[config.mk]
export PLATFORM = sky130hd
export DESIGN_NAME = psram_async_ctrl
export DESIGN_NICKNAME = d
export VERILOG_FILES = /design/src/rtl/psram_async_ctrl.sv
export SDC_FILE = /design/constraint.sdc
export NUM_CORES = 1
export LEC_CHECK = 0
export CORE_UTILIZATION = 44
export DETAILED_ROUTE_END_ITERATION = 6
export PLACE_DENSITY_LB_ADDON = 0.25
export RECOVER_POWER = 25
export SYNTH_ARGS = -nofsm -noshare
export SYNTH_HDL_FRONTEND = slang
export SYNTH_SLANG_ARGS = --single-unit
[constraint.sdc]
create_clock -name clk -period 2.85 [get_ports clk]
set_clock_uncertainty 0.05 [all_clocks]
set_input_delay 0.57 -clock clk [delete_from_list [all_inputs] [get_ports clk]]
set_output_delay 0.57 -clock clk [all_outputs]
set_load 0.02 [all_outputs]
[src/rtl/psram_async_ctrl.sv]
// Asynchronous-mode CellularRAM (PSRAM) controller with a single-outstanding req/ready port.
// Every output is registered; timing is set by the RD_WAIT, WR_WAIT and RECOVERY parameters.
module psram_async_ctrl #(
  parameter int unsigned ADDR_W   = 23,
  parameter int unsigned DATA_W   = 16,
  parameter int unsigned RD_WAIT  = 4,
  parameter int unsigned WR_WAIT  = 3,
  parameter int unsigned RECOVERY = 2
) (
  input  logic              clk,
  input  logic              rst,
  input  logic              req,
  input  logic              we,
  input  logic [ADDR_W-1:0] addr,
  input  logic [DATA_W-1:0] wdata,
  input  logic [1:0]        be,
  output logic              ready,
  output logic              rvalid,
  output logic [DATA_W-1:0] rdata,
  output logic              wdone,
  output logic [ADDR_W-1:0] mem_adr,
  input  logic [DATA_W-1:0] mem_dq_i,
  output logic [DATA_W-1:0] mem_dq_o,
  output logic              mem_dq_oe,
  output logic              ram_cs_n,
  output logic              mem_oe_n,
  output logic              mem_we_n,
  output logic              ram_ub_n,
  output logic              ram_lb_n,
  output logic              mem_adv_n,
  output logic              ram_cre,
  output logic              mem_clk
);

  typedef enum logic [2:0] {StIdle, StRdAcc, StWrAcc, StWrHold, StRecover} stateT;

  stateT             stateQ, stateD;
  logic [5:0]        cntQ, cntD;
  logic              readyQ, readyD, rvalidQ, rvalidD, wdoneQ, wdoneD;
  logic [DATA_W-1:0] rdataQ, rdataD, dqOQ, dqOD;
  logic [ADDR_W-1:0] adrQ, adrD;
  logic              dqOeQ, dqOeD, csNQ, csND, oeNQ, oeND, weNQ, weND, ubNQ, ubND, lbNQ, lbND;

  always_comb begin
    stateD  = stateQ;
    cntD    = cntQ;
    readyD  = readyQ;
    rvalidD = 1'b0;
    wdoneD  = 1'b0;
    rdataD  = rdataQ;
    adrD    = adrQ;
    dqOD    = dqOQ;
    dqOeD   = dqOeQ;
    csND    = csNQ;
    oeND    = oeNQ;
    weND    = weNQ;
    ubND    = ubNQ;
    lbND    = lbNQ;
    case (stateQ)
      StIdle: begin
        if (req) begin
          readyD = 1'b0;
          if (be == 2'b00) begin
            // No lanes enabled: complete without touching the bus, one extra recovery cycle
            stateD  = StRecover;
            cntD    = 6'(RECOVERY);
            rvalidD = ~we;
            wdoneD  = we;
            if (!we) rdataD = '0;
          end else begin
            adrD = addr;
            csND = 1'b0;
            ubND = ~be[1];
            lbND = ~be[0];
            if (we) begin
              stateD = StWrAcc;
              cntD   = 6'(WR_WAIT - 1);
              weND   = 1'b0;
              dqOeD  = 1'b1;
              dqOD   = wdata;
            end else begin
              stateD = StRdAcc;
              cntD   = 6'(RD_WAIT - 1);
              oeND   = 1'b0;
            end
          end
        end
      end
      StRdAcc: begin
        if (cntQ == 6'd0) begin
          rdataD  = mem_dq_i & {{8{~ubNQ}}, {8{~lbNQ}}};
          rvalidD = 1'b1;
          csND    = 1'b1;
          oeND    = 1'b1;
          ubND    = 1'b1;
          lbND    = 1'b1;
          stateD  = StRecover;
          cntD    = 6'(RECOVERY - 1);
        end else begin
          cntD = cntQ - 6'd1;
        end
      end
      StWrAcc: begin
        if (cntQ == 6'd0) begin
          weND   = 1'b1;
          stateD = StWrHold;
        end else begin
          cntD = cntQ - 6'd1;
        end
      end
      StWrHold: begin
        // WE_n already high; chip select, strobes and data were held one cycle for hold time
        csND   = 1'b1;
        ubND   = 1'b1;
        lbND   = 1'b1;
        dqOeD  = 1'b0;
        wdoneD = 1'b1;
        stateD = StRecover;
        cntD   = 6'(RECOVERY - 1);
      end
      StRecover: begin
        if (cntQ == 6'd0) begin
          stateD = StIdle;
          readyD = 1'b1;
        end else begin
          cntD = cntQ - 6'd1;
        end
      end
      default: begin
        stateD = StIdle;
        readyD = 1'b1;
      end
    endcase
  end

  always_ff @(posedge clk or posedge rst) begin
    if (rst) begin
      stateQ  <= StIdle;
      cntQ    <= '0;
      readyQ  <= 1'b1;
      rvalidQ <= 1'b0;
      wdoneQ  <= 1'b0;
      rdataQ  <= '0;
      adrQ    <= '0;
      dqOQ    <= '0;
      dqOeQ   <= 1'b0;
      csNQ    <= 1'b1;
      oeNQ    <= 1'b1;
      weNQ    <= 1'b1;
      ubNQ    <= 1'b1;
      lbNQ    <= 1'b1;
    end else begin
      stateQ  <= stateD;
      cntQ    <= cntD;
      readyQ  <= readyD;
      rvalidQ <= rvalidD;
      wdoneQ  <= wdoneD;
      rdataQ  <= rdataD;
      adrQ    <= adrD;
      dqOQ    <= dqOD;
      dqOeQ   <= dqOeD;
      csNQ    <= csND;
      oeNQ    <= oeND;
      weNQ    <= weND;
      ubNQ    <= ubND;
      lbNQ    <= lbND;
    end
  end

  assign ready     = readyQ;
  assign rvalid    = rvalidQ;
  assign wdone     = wdoneQ;
  assign rdata     = rdataQ;
  assign mem_adr   = adrQ;
  assign mem_dq_o  = dqOQ;
  assign mem_dq_oe = dqOeQ;
  assign ram_cs_n  = csNQ;
  assign mem_oe_n  = oeNQ;
  assign mem_we_n  = weNQ;
  assign ram_ub_n  = ubNQ;
  assign ram_lb_n  = lbNQ;
  assign mem_adv_n = 1'b0;
  assign ram_cre   = 1'b0;
  assign mem_clk   = 1'b0;

endmodule

==> results.md <==
* Post-synth EDFFs at 0
* ANT nets after route at 0
* Worst-skew pair later-pin latency at 340 ps
* Total vias in the final route at 2588
* Final hold vios at 0
* Worst vdd ir at 296 uV
* # DRC at 0
* Worst setup EP type: register
* Reg2Reg Setup Slack at 750 ps
* Drt pass-1 iters at 4
* Diode count at 0
* Reg-to-reg critical path startpoint: stateQ[1]
* Outcome: complete, no violations
* Largest area contributor in the synthesized netlist: dfrtp_1
* Worst reg2reg endpoint: mem_dq_o[8]
* Compound-Gate Fraction of Synth Area at 8.36%
* Worst Hold Path EP: mem_dq_o[13]
* IO Pins at 128
* Top-area cell type share of the netlist area at 50.9%
* Largest family of logic cells by synthesized area: multiplexers
* Post-synthesis sequential area ratio at 55.7%
* Initial antenna violation count at 0
* R2r worst-path depth at 4
* Fin Hold WS at 458 ps
* PnR Total Power at 2.23 mW
* Setup_tns at 0 ps
* Slowest-stage cell, CP: clkdlybuf4s50_1
* Min-delay src: mem_dq_o[13]
* Post-synthesis mux area share at 19.9%
* Min-delay worst type: reg -> reg
* Post-Layout Cell Count at 507
* Vias in the first global route at 2520
* Setup Viol. Count Final at 0
* CTS buffer count at 9
* WL/cell at 15.1 um
* Placed cells at 491
* Most common cell after layout, fill and taps aside: clkdlybuf4s50_1
* Final layout net count at 466
* DRT Wirelength at 7.63 mm
* Area of the mapped netlist at 0.00329 mm2
* Main flop type after synthesis: dfrtp_1
* First-pass GRT wire length at 11.5 mm
* Row count at 31
* Xor/xnor share of the synthesized area at 0.532%
* Most frequent cells in the layout: 123 x clkdlybuf4s50_1, 67 x dfrtp_1, 29 x mux2_2, 24 x inv_1, 20 x nand2_1
* Netlist cell types at 45
* Power density cells at 456 mW/mm2
* Largest net degree at the start of global routing at 74
* Cells along the critical path: clkdlybuf4s50_1, or3b_4, nor3_4, nand2_4, mux2_4
* Leak at 2.18 nW
* Worst Path Required at 3030 ps
* Hold path cells at 1
* Critical path class: in -> reg
* Core Region at 0.00725 mm2
* Clock-pin transition on the worst setup and hold timing paths at 80 ps
* Critical Path Start Type: primary input
* Synth warnings at 0
* Max stage delay on crit path at 590 ps
* Post-CTS Setup Bufs at 0
* Clock buffer depth at 2
* Synth area leaders: dfrtp_1 51%, mux2_2 9.9%, mux2i_1 5.5%
* Slew Limit Headroom at 62.3%
* Die H at 88.5 um
* Max Freq at 0.443 GHz
* Clock tree sinks at 73
* Clock root buffer: clkbuf_8
* Post-Synth Adder-Cell Area at 0.760%
* Initial Util at 45.4%
* Die Width at 88.5 um
* Die Area at 0.00783 mm2
* Placer Congestion at 0.800
* Maxcap violations at 0
* Area growth, synth to finish at 48.3%
* DR vias/cell at 5.10
* Crit path DAT at 2440 ps
* Hold-fix buffer count after cts at 0
* Post-cts sizing count at 0
* Dpl hpwl at 5.56 mm
* Layout cell share with drive strength beyond 1 at 18.4%
* Max Transition Viols Final at 0
* Total grt overflow at 0
* RSZ-0062 raised after global routing: no
* Crit share post-route at 79.3%
* CP max FO at 16
* Synth Register Bits at 73
* Slew @ Worst Pin at 565 ps
* FFs w/ async S/R, synth at 100%
* Mean Syn Cell Area at 12.0 um2
* Initial drt markers at 230
* Minimum clock period at 2260 ps
* H-tree depth at 3
* Gr usage total at 19.5%
* CTS tree: yes
* Synth Instances at 275
* Post-Synth Simple-Gate Area at 9.35%
* PortBufs at 124
logic make-up (layout without fill, tap and decap cells):
group	after synthesis	in the layout
AOI/OAI and AO/OA	43	43
xor gates and xnor gates	2	2
adders and majority gates	2	2
buffers and inverters	39	170
DFF	73	73
muxes	57	57
other	1	3
and+or+nand+nor	58	58
synth_stat cells (3+ instances only):
library cell and count:
nor2_1 13, mux2i_1 18, o21ai_0 10, inv_1 24
o21bai_1 3, mux2_2 29, a31oi_1 5, dfstp_2 6
dfrtp_1 67, nand2_1 20, buf_4 3, a2bb2oi_1 3
mux2_4 10, nand3_1 4, buf_2 6, buf_1 3
a21oi_1 11, nor3_1 3
sequential cells by signal, summed over array words and instances (netlist names):
register / cells
mem_dq_oe: 1
ram_cs_n: 1
rvalid: 1
mem_oe_n: 1
stateQ: 3
mem_we_n: 1
mem_adr: 23
wdone: 1
cntQ: 6
rdata: 16
ready: 1
ram_ub_n: 1
ram_lb_n: 1
mem_dq_o: 16
report_power, final:
| group | switching (mW) | total [mW] | internal, mW |
|---|---|---|---|
| Combinational | 0.0931 | 0.232 | 0.139 |
| Sequential | 0.0138 | 1.07 | 1.06 |
| Clock | 0.415 | 0.918 | 0.504 |
| Total | 0.521 | 2.23 | 1.70 |
worst max-delay path, delay by kind of cell:
family                 cells  cell delay, ps
muxes                      1             360
and+or+nand+nor            3             910
buffers and inverters      1             590
through the flow:
stage / utilization (%) / instance area (um2) / worst slack (ps)
after floorplan: - / 3300 / 387
final: 67.3 / 4880 / 591
after global placement: 64.2 / 4660 / 282
after CTS: 67.3 / 4880 / 603
after detailed placement: 64.2 / 4660 / 234
after global routing: 67.3 / 4880 / 554
how the worst max path moves through the flow:
stage	startpoint	to	slack, ps	depth (start not counted)
after floorplan	rst	cntQ[0]	390	1
after global placement	req	mem_dq_o[9]	280	5
after detailed placement	req	mem_dq_o[3]	230	5
after CTS	req	mem_dq_o[8]	600	5
after global routing	req	mem_dq_o[8]	550	5
final	req	mem_dq_o[8]	590	5
final cells by class:
class | count | area [um2]
timing repair buffer | 130 | 1310
clock inverter | 7 | 103
inverter | 24 | 90.1
fill | 545 | 2370
multi-input combinational | 165 | 1300
tap | 99 | 124
clock buffer | 9 | 124
sequential | 73 | 1830
per-layer routing:
layer | global-route usage (%) | routed length (um) | vias up
li1 | - | - | 1203
met1 | 24.5 | 3180 | 1255
met2 | 30.3 | 3610 | 119
met3 | 7.37 | 695 | 11
met4 | 7.92 | 144 | 0
met5 | 0 | 0 | -
Power figures use the tool's default switching activity.
